<file path="src/rtl/i2cmb_wb_sequencer.sv">
// Byte-level I2C transaction sequencer driving an I2C multi-bus controller over Wishbone.
// One request runs: [enable] -> set bus -> START -> address -> data byte -> STOP -> response.
module i2cmb_wb_sequencer #(
    parameter int WB_ADDR_WIDTH  = 2,
    parameter int WB_DATA_WIDTH  = 8,
    parameter int NUM_I2C_BUSSES = 1,
    parameter int TIMEOUT_CYCLES = 65535
) (
    input  logic                     clk_i,
    input  logic                     rst_n_i,
    input  logic                     req_valid_i,
    output logic                     req_ready_o,
    input  logic                     req_rw_i,
    input  logic [3:0]               req_bus_i,
    input  logic [6:0]               req_addr_i,
    input  logic [7:0]               req_wdata_i,
    output logic                     rsp_valid_o,
    output logic [1:0]               rsp_status_o,
    output logic [7:0]               rsp_rdata_o,
    output logic                     cyc_o,
    output logic                     stb_o,
    output logic                     we_o,
    output logic [WB_ADDR_WIDTH-1:0] adr_o,
    output logic [WB_DATA_WIDTH-1:0] dat_o,
    input  logic [WB_DATA_WIDTH-1:0] dat_i,
    input  logic                     ack_i,
    input  logic                     irq_i
);
    localparam int CW = $clog2(TIMEOUT_CYCLES + 1);

    localparam logic [WB_ADDR_WIDTH-1:0] A_CSR  = WB_ADDR_WIDTH'(0);
    localparam logic [WB_ADDR_WIDTH-1:0] A_DPR  = WB_ADDR_WIDTH'(1);
    localparam logic [WB_ADDR_WIDTH-1:0] A_CMDR = WB_ADDR_WIDTH'(2);

    localparam logic [7:0] CSR_EN    = 8'hC0;
    localparam logic [7:0] CMD_WRITE = 8'h01;
    localparam logic [7:0] CMD_READ  = 8'h03;
    localparam logic [7:0] CMD_START = 8'h04;
    localparam logic [7:0] CMD_STOP  = 8'h05;
    localparam logic [7:0] CMD_SETB  = 8'h06;

    localparam logic [1:0] ST_OK  = 2'd0;
    localparam logic [1:0] ST_NAK = 2'd1;
    localparam logic [1:0] ST_AL  = 2'd2;
    localparam logic [1:0] ST_ERR = 2'd3;

    typedef enum logic [3:0] {
        S_IDLE, S_EN, S_BUS_DPR, S_BUS_CMD, S_START, S_ADR_DPR, S_ADR_CMD,
        S_WR_DPR, S_WR_CMD, S_RD_CMD, S_RD_DPR, S_STOP, S_WAIT, S_RESP
    } state_t;

    state_t          state, ret_state;
    logic            busy, en_done, in_stop, rw_q;
    logic [3:0]      bus_q;
    logic [6:0]      addr_q;
    logic [7:0]      wdata_q, rdata_q;
    logic [1:0]      status_q;
    logic [CW-1:0]   tmo_cnt;

    // Access descriptor for the current step: what to put on the bus and where to go after ack.
    logic                     acc_we;
    logic [WB_ADDR_WIDTH-1:0] acc_adr;
    logic [7:0]               acc_dat;
    state_t                   acc_next, acc_ret;

    always_comb begin
        acc_we   = 1'b1;
        acc_adr  = A_CMDR;
        acc_dat  = 8'h00;
        acc_next = S_WAIT;
        acc_ret  = S_RESP;
        case (state)
            S_EN:      begin acc_adr = A_CSR; acc_dat = CSR_EN; acc_next = S_BUS_DPR; end
            S_BUS_DPR: begin acc_adr = A_DPR; acc_dat = {4'h0, bus_q}; acc_next = S_BUS_CMD; end
            S_BUS_CMD: begin acc_dat = CMD_SETB;  acc_ret = S_START; end
            S_START:   begin acc_dat = CMD_START; acc_ret = S_ADR_DPR; end
            S_ADR_DPR: begin acc_adr = A_DPR; acc_dat = {addr_q, rw_q}; acc_next = S_ADR_CMD; end
            S_ADR_CMD: begin acc_dat = CMD_WRITE; acc_ret = rw_q ? S_RD_CMD : S_WR_DPR; end
            S_WR_DPR:  begin acc_adr = A_DPR; acc_dat = wdata_q; acc_next = S_WR_CMD; end
            S_WR_CMD:  begin acc_dat = CMD_WRITE; acc_ret = S_STOP; end
            S_RD_CMD:  begin acc_dat = CMD_READ;  acc_ret = S_RD_DPR; end
            S_RD_DPR:  begin acc_we = 1'b0; acc_adr = A_DPR; acc_next = S_STOP; end
            S_STOP:    begin acc_dat = CMD_STOP;  acc_ret = S_RESP; end
            default:   ;
        endcase
    end

    always_ff @(posedge clk_i or negedge rst_n_i) begin
        if (!rst_n_i) begin
            state        <= S_IDLE;
            ret_state    <= S_IDLE;
            busy         <= 1'b0;
            en_done      <= 1'b0;
            in_stop      <= 1'b0;
            rw_q         <= 1'b0;
            bus_q        <= '0;
            addr_q       <= '0;
            wdata_q      <= '0;
            rdata_q      <= '0;
            status_q     <= ST_OK;
            tmo_cnt      <= '0;
            req_ready_o  <= 1'b1;
            rsp_valid_o  <= 1'b0;
            rsp_status_o <= '0;
            rsp_rdata_o  <= '0;
            cyc_o        <= 1'b0;
            stb_o        <= 1'b0;
            we_o         <= 1'b0;
            adr_o        <= '0;
            dat_o        <= '0;
        end else begin
            rsp_valid_o <= 1'b0;
            case (state)
                S_IDLE: begin
                    tmo_cnt <= '0;
                    if (req_valid_i && req_ready_o) begin
                        rw_q     <= req_rw_i;
                        bus_q    <= req_bus_i;
                        addr_q   <= req_addr_i;
                        wdata_q  <= req_wdata_i;
                        rdata_q  <= '0;
                        status_q <= ST_OK;
                        in_stop  <= 1'b0;
                        if ({28'd0, req_bus_i} >= 32'(NUM_I2C_BUSSES)) begin
                            // Bad bus index: answer straight from IDLE, no bus traffic.
                            rsp_valid_o  <= 1'b1;
                            rsp_status_o <= ST_ERR;
                            rsp_rdata_o  <= '0;
                        end else begin
                            req_ready_o <= 1'b0;
                            state       <= en_done ? S_BUS_DPR : S_EN;
                        end
                    end
                end

                S_WAIT: begin
                    if (!busy) begin
                        if (irq_i) begin
                            cyc_o <= 1'b1;
                            stb_o <= 1'b1;
                            we_o  <= 1'b0;
                            adr_o <= A_CMDR;
                            busy  <= 1'b1;
                        end else if (tmo_cnt == CW'(TIMEOUT_CYCLES - 1)) begin
                            status_q <= ST_ERR;
                            state    <= S_RESP;
                        end else begin
                            tmo_cnt <= tmo_cnt + CW'(1);
                        end
                    end else if (ack_i) begin
                        cyc_o   <= 1'b0;
                        stb_o   <= 1'b0;
                        busy    <= 1'b0;
                        tmo_cnt <= '0;
                        if (dat_i[5]) begin
                            status_q <= ST_AL;
                            state    <= S_RESP;
                        end else if (dat_i[4]) begin
                            status_q <= ST_ERR;
                            state    <= S_RESP;
                        end else if (dat_i[6]) begin
                            // NAK during STOP cannot retry STOP; keep any earlier status.
                            if (!in_stop) begin
                                status_q <= ST_NAK;
                                state    <= S_STOP;
                            end else begin
                                if (status_q == ST_OK) status_q <= ST_NAK;
                                state <= S_RESP;
                            end
                        end else if (dat_i[7]) begin
                            state <= ret_state;
                        end else begin
                            status_q <= ST_ERR;
                            state    <= S_RESP;
                        end
                    end
                end

                S_RESP: begin
                    rsp_valid_o  <= 1'b1;
                    rsp_status_o <= status_q;
                    rsp_rdata_o  <= (status_q == ST_OK && rw_q) ? rdata_q : 8'h00;
                    req_ready_o  <= 1'b1;
                    state        <= S_IDLE;
                end

                default: begin
                    tmo_cnt <= '0;
                    if (!busy) begin
                        cyc_o <= 1'b1;
                        stb_o <= 1'b1;
                        we_o  <= acc_we;
                        adr_o <= acc_adr;
                        dat_o <= WB_DATA_WIDTH'(acc_dat);
                        busy  <= 1'b1;
                    end else if (ack_i) begin
                        // Dropping cyc here and re-raising next state leaves one idle cycle.
                        cyc_o     <= 1'b0;
                        stb_o     <= 1'b0;
                        busy      <= 1'b0;
                        state     <= acc_next;
                        ret_state <= acc_ret;
                        if (state == S_EN)     en_done <= 1'b1;
                        if (state == S_RD_DPR) rdata_q <= 8'(dat_i);
                        if (state == S_STOP)   in_stop <= 1'b1;
                    end
                end
            endcase
        end
    end

endmodule

</file>
<file path="config.mk">
export PLATFORM = sky130hd
export DESIGN_NAME = i2cmb_wb_sequencer
export DESIGN_NICKNAME = d
export VERILOG_FILES = /design/src/rtl/i2cmb_wb_sequencer.sv
export SDC_FILE = /design/constraint.sdc
export NUM_CORES = 1
export LEC_CHECK = 0
export CORE_MARGIN = 3
export CORE_UTILIZATION = 57
export CTS_BUF_LIST = sky130_fd_sc_hd__clkbuf_8
export DETAILED_ROUTE_END_ITERATION = 8
export PLACE_DENSITY_LB_ADDON = 0.3
export SETUP_SLACK_MARGIN = 0.1
export SLEW_MARGIN = 0
export SYNTH_ARGS = -nofsm -noshare
export SYNTH_HDL_FRONTEND = slang
export SYNTH_SLANG_ARGS = --single-unit
</file>
<file path="constraint.sdc">
create_clock -name clk_i -period 2.4 [get_ports clk_i]
set_input_delay 0.36 -clock clk_i [delete_from_list [all_inputs] [get_ports clk_i]]
set_output_delay 0.36 -clock clk_i [all_outputs]
set_load 0.1 [all_outputs]
</file>
Word level (Yosys, flattened, before mapping)
Cells that the tools add are included.

operators by class
  add/sub/neg operators = 1
  $lt $le $gt $ge = 1
  equality and inequality tests = 26
  muxes and demuxes = 83
  bitwise logic cells = 5
  reductions and logical operators = 29

operators with widths
  kind                     count
  $pmux W8 S9              1
  $mux W16                 4
  $mux W8                  7
  $mux W4                  13
  $pmux W4 S5              2
  $mux W2                  17
  $pmux W16 S2             1
  $pmux W8 S2              2
  $eq A4 B4 Y1 const B     6
  $mux W1                  23
  $add A16 B1 Y16 const B  1
  $eq A16 B16 Y1 const B   1
  $eq A4 B3 Y1 const B     4
  $pmux W2 S2              4
  $ne A3 B3 Y1 const B     5
  $pmux W1 S2              7
  $reduce_and A7 Y1        2
  $pmux W4 S3              1
  $reduce_and A3 Y1        4
  $reduce_bool A2 Y1       6
  $reduce_and A5 Y1        2
  $eq A4 B2 Y1 const B     2
  $ne A2 B2 Y1 const B     4
  $reduce_and A4 Y1        2
  other kinds (15)         24

word-level totals
  bits in registers = 82
  input port bits = 33
  output and inout bits = 25
  word-level logic and storage cells = 166

Longest topological paths before layout
Gate-level depths: netlist of the first run.

  depth after elaboration = 9
  mapped depth = 9

Worst setup path after synthesis of the first run
Ideal clock, no wire load.

  kind = reg-to-reg
  start = register tmo_cnt[0]
  end = register state[0]
  arrival = 2026 ps
  data required time = 2273 ps
  setup slack = 247 ps
  cell stages (with the launch flop) = 9
  path buffers = 1
  period minus slack after synthesis = 2153 ps
  path through = dfrtp_1 -> inv_1 -> ha_1 -> nand2_1 -> or4_4 -> buf_6 -> o21ai_2 -> and3_4 -> mux2_1

on the way
  cells in the longest elaborated chain, start to end = 3

RTL lines
  what                         line  text
  start, declared              58    logic [CW-1:0] tmo_cnt;
  start signal, assigned       148   tmo_cnt <= tmo_cnt + CW'(1);
  $eq A16 B16 Y1               144   end else if (tmo_cnt == CW'(TIMEOUT_CYCLES - 1)) begin
  $ne A3 B3 Y1 (no line)       -
  $reduce_and A7 Y1 (no line)  -
  end signal, assigned         131   state <= en_done ? S_BUS_DPR : S_EN;
  end signal, assigned         171   state <= ret_state;
  end signal, assigned         201   state <= acc_next;
  end, declared                52    state_t state, ret_state;

Every way passes these cells.
A chain may end at the register's enable or synchronous reset.

Worst setup path after layout of the first run
  start = register state[3]
  end = register tmo_cnt[11]

on the way
  cells in the longest elaborated chain, start to end = 3

RTL lines
  what                                                         line  text
  $eq A4 B4 Y1                                                 113   case (state)
  $ne A3 B3 Y1 (no line) / $not A1 Y1 (equally long branches)  -
  $reduce_and A4 Y1 (no line)                                  -

Parallel ways exist; a longest one is shown, timed or not.

==> impl_metrics.json, run 1 <==
{
  "critPathRequiredTime_ns": 2.67,
  "synth_cells": 458,
  "grt_max_degree": 48,
  "vias": 3775,
  "preCtsSetupSlack_ns": 0.254,
  "synth_seq_cells": 81,
  "via_per_inst": 6.05,
  "max_stage_delay_ns": 0.65,
  "min_period_ns": 2.21,
  "post-route-util_pct": 73.0,
  "nets": 558,
  "avgRoutedWirePerCell_um": 17.7,
  "dp_hpwl_mm": 7.83,
  "fillCellCount": 558,
  "crit_family": "compound AO/OA/AOI/OAI gates",
  "die_w_um": 91.2,
  "max_freq_mhz": 453,
  "max_slew_margin_pct": 67.1,
  "antennaDiodeCount": 0,
  "crit_path_max_fanout": 13,
  "grt_pass1_vias": 3556,
  "synth_seq_area_share_pct": 49.0,
  "die_h_um": 91.2,
  "synthAdderAreaFrac_pct": 0.605,
  "antenna_found_initial": 0,
  "finalHoldViolCount": 0,
  "setup_viol": 0,
  "row_count": 30,
  "syn_nets": 493,
  "ios": 58,
  "initial_utilization_pct": 59.9,
  "clock_latency_ns": 0.36,
  "synthMuxAreaShare_pct": 1.75,
  "synthXorXnorAreaFrac_pct": 0,
  "core_um2": 6910,
  "placed_area_um2": 4830,
  "avgSynthCellArea_um2": 9.04,
  "setup_ws_ns": 0.191,
  "endpoint_kind": "flip-flop",
  "critical_path_class": "reg -> reg",
  "max_slew.worst_pin.slew_ns": 0.494,
  "drc_errors": 0,
  "areaGrowthSynthToFinish_pct": 21.9,
  "p_int_mw": 3.43,
  "p_leak_nw": 2.30,
  "final_common_cell": "nand2_1",
  "cp.arrival_ns": 2.47,
  "rsz0062_at_grt": "false",
  "worst_hold_path_type": "in -> async",
  "wirelength_mm": 11.0,
  "cts.sink_count": 81,
  "drt_iter0_markers": 457,
  "tritoncts.num_buffers": 9,
  "final_cell_area_um2": 5040,
  "grt.overflow.total": 0,
  "combPwrFrac_pct": 50.3,
  "synthTopCellsByArea": "dfrtp_1, nand2_1, o21ai_0",
  "pwr-share-seq_pct": 33.9,
  "cts_tree": "done",
  "holdWs_ns": 0.488,
  "netlist_area_um2": 4140,
  "fin_tns_setup_ns": 0,
  "skew_ns": 0.0118,
  "gpl.final_weighted_congestion": 0.935,
  "synth-async-reset-ratio_pct": 100,
  "synth-compound-area-share_pct": 21.9,
  "port_buffers": 57,
  "first_pass_iters": 6,
  "cts.htree.levels": 3,
  "vdd_drop_max_mv": 0.824,
  "synth.largest_area_cell": "dfrtp_1",
  "mostFrequentLayoutCells": "nand2_1, dfrtp_1, buf_4, o21ai_0, clkdlybuf4s50_1",
  "die_area_um2": 8320,
  "final_max_slew_viol_count": 0,
  "post_synth_and_or_nand_nor_area_fraction_pct": 21.8,
  "power_switching_mw": 3.19,
  "grt_pass1_wl_mm": 18.0,
  "p_sw_share_pct": 48.2,
  "yosys.area.top_type_share_pct": 48.4,
  "path_clk_slew_ns": 0.09,
  "cp_cell_sequence": "buf_4 > and4bb_2 > nand2b_1 > o41ai_4 > o21ai_0 > o31ai_1",
  "yosysUniqueCellTypes": 64,
  "synth-edff-count": 0,
  "crit_path_top_delay_cell": "dfrtp_1",
  "p_per_area_nw_per_um2": 1310,
  "root_buffer": "clkbuf_8",
  "drv_cap": 0,
  "period_share_pct": 92.0,
  "yosys_warnings": 0,
  "clockBufferDepth": 2,
  "clockPowerShare_pct": 15.7,
  "outcome": "completed",
  "grtUsageTotal_pct": 26.9,
  "synth_top_family_by_area": "compound AO/OA/AOI/OAI gates",
  "post_route_cells_drive_above_1_share_pct": 15.5,
  "ant_nets": 0,
  "crit_buf_inv": 1,
  "synth_ff_type": "dfrtp_1",
  "crit_path_start_kind": "flip-flop"
}
per-layer routing:
metal | vias to the layer above | part of all wire, % | track usage, % | wire, um
li1 | 1772 | - | - | -
met1 | 1829 | 44 | 38.7 | 4870
met2 | 156 | 47 | 41.1 | 5150
met3 | 18 | 7.6 | 5.22 | 834
met4 | 0 | 1.5 | 9.30 | 165
met5 | - | 0 | 0 | 0
final timing paths:
check,from,endpoint,slack [ns],cells after the start
worst min register to register,addr_q[2],addr_q[2],0.49,2
worst max-delay path,state[3],tmo_cnt[11],0.19,6
worst min-delay path,rst_n_i,tmo_cnt[14],0.49,2
max in group asynchronous,rst_n_i,req_ready_o,1.25,3
worst max register to register,state[3],tmo_cnt[11],0.19,6
min in group clk_i,addr_q[2],addr_q[2],0.49,2
cells in the mapped netlist (all sizes together) (3+ instances only):
master,number
o31ai,4
o22a,4
a21oi,21
dfrtp,80
nand2b,5
a22o,17
clkbuf,17
inv,20
o22ai,5
nor3,12
o21ai,40
and2,4
and3,7
a21o,3
nand2,88
mux2i,5
a41oi,3
nand3,18
a31oi,14
or4,4
buf,11
nor4,5
nand4,6
nor2,28
cell families (layout without fill, tap and decap cells):
group | after synthesis | count (layout)
mux | 7 | 7
flops | 81 | 81
buf+inv | 48 | 118
simple gates | 188 | 188
compound gates | 132 | 132
fa+ha+maj | 2 | 2
layout make-up:
cell class / instances / area [um2] / share of cell area, %
clock buffers: 11 / 151 / 3.00
repair buffers: 82 / 708 / 14.0
well taps: 96 / 120 / 2.38
flip-flops and latches: 81 / 2030 / 40.2
multi-input cells: 329 / 1900 / 37.8
clock inverters: 5 / 55.1 / 1.09
inverters: 20 / 75.1 / 1.49
metrics by stage:
| step | power, mW | std cells |
|---|---|---|
| global route | 6.96 | 624 |
| detailed placement | 5.53 | 607 |
| CTS | 6.59 | 624 |
| finish | 6.61 | 624 |
| floorplan | 4.57 | 458 |
| global placement | 5.42 | 607 |
power groups by stage:
| stage | registers, mW | clock network [mW] | logic [mW] |
|---|---|---|---|
| 5_1_grt | 2.30 | 1.12 | 3.55 |
| 3_5_place_dp | 2.25 | 0 | 3.28 |
| 3_3_place_gp | 2.22 | 0 | 3.20 |
| 4_1_cts | 2.23 | 1.04 | 3.31 |
| 6_report | 2.24 | 1.04 | 3.33 |
| 2_1_floorplan | 2.98 | 0 | 1.58 |
registers in the layout (all words and copies together), names as in the netlist, 2 cells and up:
register      count
tmo_cnt          16
dat_o             8
rdata_q           8
rsp_rdata_o       8
wdata_q           8
addr_q            7
bus_q             4
ret_state         4
state             4
adr_o             2
rsp_status_o      2
status_q          2
timing repair:
item	CTS	global route
hold endpoints to repair	34	0
hold buffers	1	0
setup endpoints to repair	0	1
gates resized for setup	0	1
buffers inserted	0	0
Note: power is estimated with default switching activity, not from simulation.
==> run 2, diff against run 1 <==
--- a/config.mk
+++ b/config.mk
@@ -9,6 +9,7 @@
 export CORE_UTILIZATION = 57
 export CTS_BUF_LIST = sky130_fd_sc_hd__clkbuf_8
 export DETAILED_ROUTE_END_ITERATION = 8
+export MAX_ROUTING_LAYER = met4
 export PLACE_DENSITY_LB_ADDON = 0.3
 export SETUP_SLACK_MARGIN = 0.1
 export SLEW_MARGIN = 0
==> impl_metrics.json, run 2 (same netlist as run 1, synthesis figures left out) <==
{
  "dp_hpwl_mm": 7.57,
  "critical_path_class": "reg -> reg",
  "crit_path_top_delay_cell": "or4_4",
  "die_w_um": 91.2,
  "multi_input_area_um2": 1900,
  "first_pass_iters": 5,
  "fin_tns_setup_ns": 0,
  "max_freq_mhz": 461,
  "ff2ff_setup_slack_ns": 0.23,
  "post_cts_buffers": 0,
  "crit_buf_inv": 1,
  "post_route_cells_drive_above_1_share_pct": 16.3,
  "outcome": "completed",
  "clock_latency_ns": 0.35,
  "clockBufferDepth": 2,
  "cp_cell_sequence": "inv_1 > ha_1 > nand2_1 > or4_4 > o21ai_2 > and3_4 > mux2_1",
  "port_buffers": 57,
  "cp.arrival_ns": 2.41,
  "vias": 3816,
  "final_cells": 629,
  "dp.cells": 612,
  "endpoint_kind": "flip-flop",
  "drt_iter0_markers": 300,
  "final_max_slew_viol_count": 0,
  "ant_nets": 0,
  "r2r_cells": 7,
  "gpl.final_weighted_congestion": 1.06,
  "setup_viol": 0,
  "avgRoutedWirePerCell_um": 16.5,
  "period_share_pct": 90.5,
  "areaGrowthSynthToFinish_pct": 23.2,
  "holdWs_ns": 0.482,
  "vdd_drop_max_mv": 0.732,
  "grt.overflow.total": 0,
  "die_h_um": 91.2,
  "grtUsageTotal_pct": 26.6,
  "root_buffer": "clkbuf_8",
  "critPathRequiredTime_ns": 2.64,
  "tritoncts.num_buffers": 9,
  "seq_area_um2": 2030,
  "nets": 563,
  "cts.sink_count": 81,
  "final_common_cell": "nand2_1",
  "max_slew_margin_pct": 68.8,
  "antennaDiodeCount": 0,
  "fillCellCount": 548,
  "ios": 58,
  "cts_hold_buf": 1,
  "crit_path_max_fanout": 7,
  "crit_path_start_kind": "flip-flop",
  "max_stage_delay_ns": 0.57,
  "finalHoldViolCount": 0,
  "min_period_ns": 2.17,
  "min_path_cells": 2,
  "crit_family": "simple AND/OR/NAND/NOR gates",
  "p_leak_nw": 2.32,
  "drv_cap": 0,
  "grt_pass1_vias": 3513,
  "largest_register_ffs": 16,
  "cts_resized": 0,
  "wirelength_mm": 10.4,
  "cts_tree": "done",
  "cp.depth": 7,
  "row_count": 30,
  "drc_errors": 0,
  "path_clk_slew_ns": 0.09,
  "mostFrequentLayoutCells": "nand2_1, dfrtp_1, buf_4, o21ai_0, clkdlybuf4s50_1",
  "cts.htree.levels": 3,
  "via_per_inst": 6.07,
  "antenna_found_initial": 0,
  "core_um2": 6910,
  "grt_pass1_wl_mm": 17.3,
  "rsz0062_at_grt": "false",
  "p_per_area_nw_per_um2": 1320,
  "max_slew.worst_pin.slew_ns": 0.466,
  "skew_ns": 0.00655,
  "initial_utilization_pct": 59.9,
  "grt_max_degree": 50,
  "worst_hold_path_type": "reg -> reg",
  "regMostFlops": "tmo_cnt",
  "die_area_um2": 8320
}
run 2: cell types whose count changed in the layout (fill, tap and decap cells not counted), sizes merged:
cell and delta:
buf +5, bufinv +1, clkbuf -2, clkinv -2, clkinvlp +1, inv +2
run 2: metrics by stage:
stage / utilization (%) / worst slack [ns] / cell area, um2 / power (mW)
2_1_floorplan: - / 0.247 / 4140 / 4.57
3_3_place_gp: 70.4 / 0.300 / 4860 / 5.48
3_5_place_dp: 70.4 / 0.248 / 4860 / 5.54
4_1_cts: 73.8 / 0.221 / 5100 / 6.68
5_1_grt: 73.8 / 0.121 / 5100 / 7.09
6_report: 73.8 / 0.229 / 5100 / 6.71
run 2: worst reg2reg max path, delay by kind of cell (launching register included):
kind / cells / cell delay [ns]
DFF: 1 / 0.45
buffers and inverters: 1 / 0.08
muxes: 1 / 0.32
adders and majority gates: 1 / 0.17
AOI/OAI and AO/OA: 1 / 0.18
and+or+nand+nor: 3 / 0.87
run 2: worst paths after layout:
path,from,to
worst max-delay path,tmo_cnt[0],state[0]
worst min register to register,addr_q[6],addr_q[6]
worst max register to register,tmo_cnt[0],state[0]
max in group asynchronous,rst_n_i,req_ready_o
min in group asynchronous,rst_n_i,tmo_cnt[6]
worst min-delay path,addr_q[6],addr_q[6]
run 2: cell type report:
class | instances | share of cell area (%)
clock inverters | 7 | 1.99
repair buffers | 87 | 14.6
well taps | 96 | 2.36
inverters | 20 | 1.47
flip-flops and latches | 81 | 39.8
clock buffers | 9 | 2.43
multi-input cells | 329 | 37.3
run 2: per-layer routing:
metal	share of wire (%)	up-vias	GRT usage (%)
li1	-	1797	-
met1	46	1813	38.6
met2	44	190	37.6
met3	8.6	16	5.22
met4	1.7	0	8.92
met5	0	-	-
run 2: power breakdown:
group / total (mW) / internal (mW) / switching [mW]
Clock: 1.14 / 0.597 / 0.545
Combinational: 3.38 / 1.11 / 2.27
Sequential: 2.19 / 1.83 / 0.362
==> run 3, diff against run 2 <==
--- a/config.mk
+++ b/config.mk
@@ -5,6 +5,7 @@
 export SDC_FILE = /design/constraint.sdc
 export NUM_CORES = 1
 export LEC_CHECK = 0
+export ABC_CLOCK_PERIOD_IN_PS = 2400
 export CORE_MARGIN = 3
 export CORE_UTILIZATION = 57
 export CTS_BUF_LIST = sky130_fd_sc_hd__clkbuf_8
==> results of run 3 <==
Final layout, timing and power as in run 2 (identical DEF).
